File: src/rtl/uart_tx_param_if.sv
// uart_tx_param_if
//   Bundles the byte-write handshake and the serial/status outputs of
//   uart_tx_param. The DATA_BITS and FIFO_DEPTH values must match those of
//   the attached transmitter.
//   master : the byte producer. It drives i_Tx_DV and i_Tx_Byte and watches the status.
//   slave  : the transmitter. It drives o_Tx_Ready, o_Fifo_Count, o_Overflow,
//            o_Tx_Active, o_Tx_Serial and o_Tx_Done.
interface uart_tx_param_if #(
   parameter int DATA_BITS  = 8,
   parameter int FIFO_DEPTH = 16
);
   localparam int NW = $clog2(FIFO_DEPTH) + 1;

   logic                 i_Tx_DV;
   logic [DATA_BITS-1:0] i_Tx_Byte;
   logic                 o_Tx_Ready;
   logic [NW-1:0]        o_Fifo_Count;
   logic                 o_Overflow;
   logic                 o_Tx_Active;
   logic                 o_Tx_Serial;
   logic                 o_Tx_Done;

   modport master (
      output i_Tx_DV, i_Tx_Byte,
      input  o_Tx_Ready, o_Fifo_Count, o_Overflow, o_Tx_Active, o_Tx_Serial, o_Tx_Done
   );

   modport slave (
      input  i_Tx_DV, i_Tx_Byte,
      output o_Tx_Ready, o_Fifo_Count, o_Overflow, o_Tx_Active, o_Tx_Serial, o_Tx_Done
   );
endinterface

File: src/rtl/uart_tx_param.sv
// uart_tx_param
//   UART transmitter with a built-in TX FIFO. Queued bytes go out back-to-back
//   with no idle gap between frames.
//   Frame format: start(0), DATA_BITS payload bits LSB first, optional parity,
//   then STOP_BITS stop bits(1).
//   i_Clock : system clock, rising edge
//   i_Reset : synchronous active-high reset. It aborts any frame and flushes the FIFO.
//   bus     : slave side of uart_tx_param_if (write strobe/byte in, serial and status out)
//
// state    | meaning
// ---------+-------------------------------------------------------------
// S_IDLE   | line high. Waits for a queued byte.
// S_START  | driving the start bit.
// S_DATA   | shifting payload bits out, LSB first.
// S_PARITY | driving the parity bit (only when PARITY != 0).
// S_STOP   | driving the stop bit(s). On the last cycle, chains straight into the next frame.
module uart_tx_param #(
   parameter int CLKS_PER_BIT = 87,
   parameter int DATA_BITS    = 8,
   parameter int PARITY       = 0,
   parameter int STOP_BITS    = 1,
   parameter int FIFO_DEPTH   = 16
) (
   input logic            i_Clock,
   input logic            i_Reset,
   uart_tx_param_if.slave bus
);
   localparam int   CBW = $clog2(CLKS_PER_BIT);
   localparam int   IW  = (DATA_BITS > 1) ? $clog2(DATA_BITS) : 1;
   localparam int   AW  = $clog2(FIFO_DEPTH);
   localparam int   NW  = AW + 1;
   localparam logic ODD = (PARITY == 1);

   typedef enum logic [2:0] {S_IDLE, S_START, S_DATA, S_PARITY, S_STOP} state_t;

   // FIFO
   logic [DATA_BITS-1:0] mem [FIFO_DEPTH];
   logic [AW-1:0]        wr_ptr, rd_ptr;
   logic [NW-1:0]        count_q;
   logic                 full, push, pop, overflow_q;
   logic [DATA_BITS-1:0] head;

   assign full = (count_q == NW'(FIFO_DEPTH));
   // Fullness comes from the registered count, so a push into a full FIFO is
   // refused even if a pop frees a slot on the same edge.
   assign push = bus.i_Tx_DV && !full;
   assign head = mem[rd_ptr];

   always_ff @(posedge i_Clock) begin
      if (push) mem[wr_ptr] <= bus.i_Tx_Byte;
   end

   always_ff @(posedge i_Clock) begin
      if (i_Reset) begin
         wr_ptr     <= '0;
         rd_ptr     <= '0;
         count_q    <= '0;
         overflow_q <= 1'b0;
      end else begin
         if (push) wr_ptr <= wr_ptr + AW'(1);
         if (pop)  rd_ptr <= rd_ptr + AW'(1);
         unique case ({push, pop})
            2'b10:   count_q <= count_q + NW'(1);
            2'b01:   count_q <= count_q - NW'(1);
            default: count_q <= count_q;
         endcase
         overflow_q <= bus.i_Tx_DV && full;
      end
   end

   // Transmit FSM
   state_t               state_q, state_d;
   logic [CBW-1:0]       cnt_q, cnt_d;
   logic [IW-1:0]        idx_q, idx_d;
   logic [DATA_BITS-1:0] shift_q, shift_d;
   logic                 par_q, par_d;
   logic                 serial_q, serial_d;
   logic                 active_q, active_d;
   logic                 done_q, done_d;
   logic                 bit_end;

   assign bit_end = (cnt_q == CBW'(CLKS_PER_BIT - 1));

   always_ff @(posedge i_Clock) begin
      if (i_Reset) begin
         state_q  <= S_IDLE;
         cnt_q    <= '0;
         idx_q    <= '0;
         shift_q  <= '0;
         par_q    <= 1'b0;
         serial_q <= 1'b1;
         active_q <= 1'b0;
         done_q   <= 1'b0;
      end else begin
         state_q  <= state_d;
         cnt_q    <= cnt_d;
         idx_q    <= idx_d;
         shift_q  <= shift_d;
         par_q    <= par_d;
         serial_q <= serial_d;
         active_q <= active_d;
         done_q   <= done_d;
      end
   end

   // The line level is registered. Each transition therefore loads the level
   // of the bit being entered.
   always_comb begin
      state_d  = state_q;
      cnt_d    = cnt_q;
      idx_d    = idx_q;
      shift_d  = shift_q;
      par_d    = par_q;
      serial_d = serial_q;
      active_d = active_q;
      done_d   = 1'b0;
      pop      = 1'b0;

      if (state_q != S_IDLE) cnt_d = bit_end ? '0 : cnt_q + CBW'(1);

      unique case (state_q)
         S_IDLE: begin
            if (count_q != '0) pop = 1'b1;
         end
         S_START: begin
            if (bit_end) begin
               state_d  = S_DATA;
               idx_d    = '0;
               serial_d = shift_q[0];
            end
         end
         S_DATA: begin
            if (bit_end) begin
               if (idx_q == IW'(DATA_BITS - 1)) begin
                  idx_d = '0;
                  if (PARITY != 0) begin
                     state_d  = S_PARITY;
                     serial_d = par_q;
                  end else begin
                     state_d  = S_STOP;
                     serial_d = 1'b1;
                  end
               end else begin
                  idx_d    = idx_q + IW'(1);
                  shift_d  = shift_q >> 1;
                  serial_d = shift_q[1];
               end
            end
         end
         S_PARITY: begin
            if (bit_end) begin
               state_d  = S_STOP;
               idx_d    = '0;
               serial_d = 1'b1;
            end
         end
         S_STOP: begin
            if (bit_end) begin
               if (idx_q == IW'(STOP_BITS - 1)) begin
                  done_d = 1'b1;
                  if (count_q != '0) begin
                     pop = 1'b1;
                  end else begin
                     state_d  = S_IDLE;
                     serial_d = 1'b1;
                     active_d = 1'b0;
                  end
               end else begin
                  idx_d = idx_q + IW'(1);
               end
            end
         end
         default: state_d = S_IDLE;
      endcase

      // Popping always starts a frame, both from idle and when chaining
      // directly out of the last stop cycle.
      if (pop) begin
         shift_d  = head;
         par_d    = (^head) ^ ODD;
         state_d  = S_START;
         cnt_d    = '0;
         idx_d    = '0;
         serial_d = 1'b0;
         active_d = 1'b1;
      end
   end

   assign bus.o_Tx_Ready   = !full;
   assign bus.o_Fifo_Count = count_q;
   assign bus.o_Overflow   = overflow_q;
   assign bus.o_Tx_Active  = active_q;
   assign bus.o_Tx_Serial  = serial_q;
   assign bus.o_Tx_Done    = done_q;
endmodule

File: src/flat_wrapper.sv
// flat-port wrapper written by rule: the top's interface ports become plain ports
module uart_tx_param_flat 
#(
   parameter int CLKS_PER_BIT = 87,
   parameter int DATA_BITS    = 8,
   parameter int PARITY       = 0,
   parameter int STOP_BITS    = 1,
   parameter int FIFO_DEPTH   = 16
)
  (i_Clock, i_Reset, bus_i_Tx_DV, bus_i_Tx_Byte, bus_o_Tx_Ready, bus_o_Fifo_Count, bus_o_Overflow, bus_o_Tx_Active, bus_o_Tx_Serial, bus_o_Tx_Done);
  uart_tx_param_if #(.DATA_BITS(DATA_BITS), .FIFO_DEPTH(FIFO_DEPTH)) bus_i ();
  input logic i_Clock;
  input logic i_Reset;
  input wire logic [$bits(bus_i.i_Tx_DV)-1:0] bus_i_Tx_DV;
  input wire logic [$bits(bus_i.i_Tx_Byte)-1:0] bus_i_Tx_Byte;
  output wire logic [$bits(bus_i.o_Tx_Ready)-1:0] bus_o_Tx_Ready;
  output wire logic [$bits(bus_i.o_Fifo_Count)-1:0] bus_o_Fifo_Count;
  output wire logic [$bits(bus_i.o_Overflow)-1:0] bus_o_Overflow;
  output wire logic [$bits(bus_i.o_Tx_Active)-1:0] bus_o_Tx_Active;
  output wire logic [$bits(bus_i.o_Tx_Serial)-1:0] bus_o_Tx_Serial;
  output wire logic [$bits(bus_i.o_Tx_Done)-1:0] bus_o_Tx_Done;
  assign bus_i.i_Tx_DV = bus_i_Tx_DV;
  assign bus_i.i_Tx_Byte = bus_i_Tx_Byte;
  assign bus_o_Tx_Ready = bus_i.o_Tx_Ready;
  assign bus_o_Fifo_Count = bus_i.o_Fifo_Count;
  assign bus_o_Overflow = bus_i.o_Overflow;
  assign bus_o_Tx_Active = bus_i.o_Tx_Active;
  assign bus_o_Tx_Serial = bus_i.o_Tx_Serial;
  assign bus_o_Tx_Done = bus_i.o_Tx_Done;
  uart_tx_param #(.CLKS_PER_BIT(CLKS_PER_BIT), .DATA_BITS(DATA_BITS), .PARITY(PARITY), .STOP_BITS(STOP_BITS), .FIFO_DEPTH(FIFO_DEPTH)) u_core (.i_Clock(i_Clock), .i_Reset(i_Reset), .bus(bus_i));
endmodule
File: config.mk
export PLATFORM = sky130hd
export DESIGN_NAME = uart_tx_param_flat
export DESIGN_NICKNAME = d
export VERILOG_FILES = /design/src/rtl/uart_tx_param_if.sv /design/src/rtl/uart_tx_param.sv /design/src/flat_wrapper.sv
export SDC_FILE = /design/constraint.sdc
export NUM_CORES = 1
export LEC_CHECK = 0
export BUFFER_PORTS_ARGS = -buffer_cell sky130_fd_sc_hd__buf_2
export CAP_MARGIN = 20
export CORE_AREA = 4 4 172 174
export DETAILED_ROUTE_END_ITERATION = 8
export DIE_AREA = 0 0 176 178
export PLACE_DENSITY_LB_ADDON = 0.15
export SYNTH_ARGS = -nofsm -noshare
export SYNTH_HDL_FRONTEND = slang
export SYNTH_SLANG_ARGS = --single-unit
File: constraint.sdc
create_clock -name i_Clock -period 3.65 [get_ports i_Clock]
set_clock_uncertainty 0.2 [all_clocks]
set_input_delay 0.5475 -clock i_Clock [delete_from_list [all_inputs] [get_ports i_Clock]]
set_output_delay 0.5475 -clock i_Clock [all_outputs]
set_load 0.005 [all_outputs]
==> impl_metrics.py <==
metrics = {
    "run_status": {
        "outcome": "completed",
    },
    "timing": {
        "hold_viol": 0,
        "rsz0062_at_grt": "no",
        "slew_violations": 0,
        "tightest_slew_ns": 0.872,
        "finalSetupViolCount": 0,
        "layout_setup_ws_ns": 0.411,
        "holdWs_ns": 0.203,
        "fin_crit_sh_pct": 88.7,
        "setup-tns-final_ns": 0,
        "slew_headroom_pct": 41.7,
        "fmax_ghz": 0.309,
        "finalCriticalPeriod_ns": 3.24,
    },
    "detailed_routing": {
        "viasPerCell": 4.37,
        "num_vias": 3848,
        "drt_pass1_iterations": 4,
        "drtIter0Drc": 207,
        "wl_per_cell_um": 17.7,
        "wl_mm": 15.6,
        "route.detailed.drc": 0,
        "final_antenna_net_count": 0,
    },
    "power_and_ir_drop": {
        "leakagePower_uw": 0.00266,
        "vdd_drop_max_v": 0.000259,
        "p_sw_share_pct": 31.3,
        "p_sw_uw": 1690,
        "p_comb_share_pct": 23.0,
        "powerDensity_mw_per_mm2": 664,
        "intPower_uw": 3720,
        "p_seq_share_pct": 43.7,
        "clkPwrFrac_pct": 33.3,
    },
    "grt": {
        "grt_overflow": 0,
        "grt_max_degree": 33,
        "grt_pass1_vias": 3914,
        "antenna_found_initial": 0,
        "grt_first_pass_wirelength_mm": 23.7,
        "grt_usage_pct": 10.2,
    },
    "cts": {
        "cts-root-buf": "clkbuf_16",
        "post_cts_buffers": 0,
        "cts_hold_buf": 0,
        "clk_latency_ns": 0.43,
        "cts_htree_levels": 4,
        "path_clk_slew_ns": 0.07,
        "cts_made_buffers": 17,
        "cts_tree": "built",
        "ctsLongestPathBuffers": 2,
        "cts_num_sinks": 170,
    },
    "finish": {
        "final_nets": 515,
        "layout-drive-gt1-share_pct": 21.5,
        "diodes": 0,
        "area_growth_pct": 17.3,
        "final_common_cell": "edfxtp_1",
        "final_area_sq_mm": 0.00814,
        "layout_common_cells": "edfxtp_1 (128), nor2_1 (42), dfxtp_1 (41)",
        "fin_cells": 881,
    },
    "placement": {
        "place_inst": 849,
        "detailed_place_hpwl_mm": 10.1,
        "placed_cell_area_sq_mm": 0.00754,
        "preCtsSetupSlack_ns": 0.361,
        "place_congestion": 0.707,
        "io_buffers": 20,
    },
    "synth": {
        "yosys.area_share.adder_pct": 2.52,
        "synth.distinct_cells": 49,
        "synth.top_cell.area_share_pct": 55.4,
        "ys_warn_count": 0,
        "async_reset_ff_share_pct": 0,
        "syn_inst": 460,
        "ys_seq_elements": 170,
        "ys_seq_area_share_pct": 67.5,
        "netlist_area_sq_mm": 0.00694,
        "synth_compound_area_share_pct": 6.04,
        "yosys.area_share.xor_xnor_pct": 1.39,
        "muxShareOfSynthArea_pct": 10.8,
        "synth_nets": 485,
        "synth_area_leader_cell": "edfxtp_1",
        "synthTopCellsByArea": "edfxtp_1 (55%), dfxtp_1 (12%), mux4_2 (10%), ha_1 (2.5%), nor2_1 (2.3%)",
        "synth-simple-area-share_pct": 9.59,
        "synth-edff-count": 128,
        "synthFlopType": "edfxtp_1",
        "syn_avg_cell_area_sq_um": 15.1,
        "synth_top_family_by_area": "multiplexers",
    },
    "floorplanning": {
        "num_rows": 61,
        "die_x_um": 176,
        "start_util_pct": 25.0,
        "design.die.area_sq_mm": 0.0313,
        "core_sq_mm": 0.0278,
        "io_pins": 21,
        "dieHeight_um": 178,
    },
    "setup_path": {
        "crit_arrival_ns": 3.35,
        "path_class": "flop to flop",
        "cp_max_fo": 4,
        "end_kind": "flop",
        "startpoint_type": "flop",
        "crit_required_ns": 3.76,
    },
    "run": {
        "maxCapViolCount": 0,
    },
    "worst_hold_path": {
        "hold_class": "primary input to flop",
    },
}
-- power groups by stage --
stage / Combinational (uW) / Sequential (uW) / Clock [uW]
5_1_grt: 1370 / 2390 / 1930
4_1_cts: 1270 / 2370 / 1850
6_report: 1250 / 2360 / 1800
2_1_floorplan: 926 / 2340 / 0
3_3_place_gp: 1260 / 2400 / 0
3_5_place_dp: 1260 / 2410 / 0
-- per-stage QoR --
| step | util, % | power [uW] |
|---|---|---|
| final | 29.3 | 5410 |
| after global routing | 29.3 | 5690 |
| after CTS | 29.3 | 5480 |
| after detailed placement | 27.1 | 3670 |
| after global placement | 27.1 | 3660 |
| after floorplan | - | 3260 |
-- cells in the mapped netlist, types with 2 or more instances --
master / number
nor2b_1: 6
clkbuf_1: 12
nor2_1: 42
nand2_1: 30
nor4_1: 2
a22oi_1: 19
mux4_2: 32
or3_1: 7
buf_2: 6
ha_1: 14
nor3_1: 12
nand3b_1: 2
edfxtp_1: 128
xor2_1: 9
nand3_1: 5
a311oi_1: 7
mux2i_1: 2
a21oi_1: 13
xnor2_1: 2
a211o_1: 2
dfxtp_1: 42
nand4_1: 3
inv_1: 9
and3_1: 8
a31oi_1: 2
nand2b_1: 6
o21ai_0: 9
nor3b_1: 5
buf_1: 4
-- worst max-delay path, stage by stage (launching register included) --
cell and delay (ns):
dfxtp_1 0.33, inv_1 0.07, ha_1 0.16, nor2b_2 0.18, nand4_2 0.16, a2111o_2 0.52, inv_2 0.07, ha_1 0.17
xor2_1 0.16, ha_1 0.20, nor2_1 0.06, nor3b_1 0.17, o21ai_0 0.12, a31oi_1 0.22, mux2_2 0.35
-- routing by layer --
layer / vias up / global-route usage [%] / wire length [um]
met5: - / 0 / 0
met4: 0 / 2.63 / 110
met3: 7 / 2.46 / 409
met2: 42 / 16.2 / 7360
met1: 1964 / 14.2 / 7710
li1: 1835 / - / -
-- final cells by class --
type                       instances  area [sq um]
fill                            2821         19600
sequential                       170          4690
multi-input combinational        255          2110
tap                              378           473
clock buffer                      18           429
timing repair buffer              36           233
clock inverter                    14           175
inverter                          10          37.5
-- worst paths after layout --
check / start / to / slack [ns] / depth (start not counted)
max: u_core.idx_q[0] / u_core.bus.o_Fifo_Count[4] / 0.41 / 14
max reg2reg: u_core.idx_q[0] / u_core.bus.o_Fifo_Count[4] / 0.41 / 14
min: bus_i_Tx_DV / u_core.bus.o_Overflow / 0.20 / 2
min reg2reg: u_core.shift_q[7] / u_core.shift_q[7] / 0.27 / 2
-- sequential cells by signal, summed over array words and instances (netlist names), named ones only --
| name | flops |
|---|---|
| u_core.bus.o_Tx_Done | 1 |
| u_core.rd_ptr | 4 |
| u_core.mem | 128 |
| u_core.bus.o_Fifo_Count | 5 |
| u_core.state_q | 3 |
| u_core.bus.o_Tx_Serial | 1 |
| u_core.cnt_q | 7 |
| u_core.bus.o_Overflow | 1 |
| u_core.shift_q | 8 |
| u_core.bus.o_Tx_Active | 1 |
| u_core.wr_ptr | 4 |
| u_core.idx_q | 3 |
-- cell families (layout without fill, tap and decap cells) --
family | Yosys count | in the layout
multiplexers | 35 | 35
AO/OA/AOI/OAI | 61 | 61
AND/OR/NAND/NOR | 134 | 134
XOR/XNOR | 11 | 11
adder cells (fa/ha/maj) | 14 | 14
flip-flops | 170 | 170
buffers and inverters | 35 | 78
-- repair_timing --
item / 4_1_cts / 5_1_grt
resized for setup: 0 / 1
endpoints found under the hold margin: 0 / 0
setup endpoints to repair: 0 / 1
(Power assumes the default switching activity.)
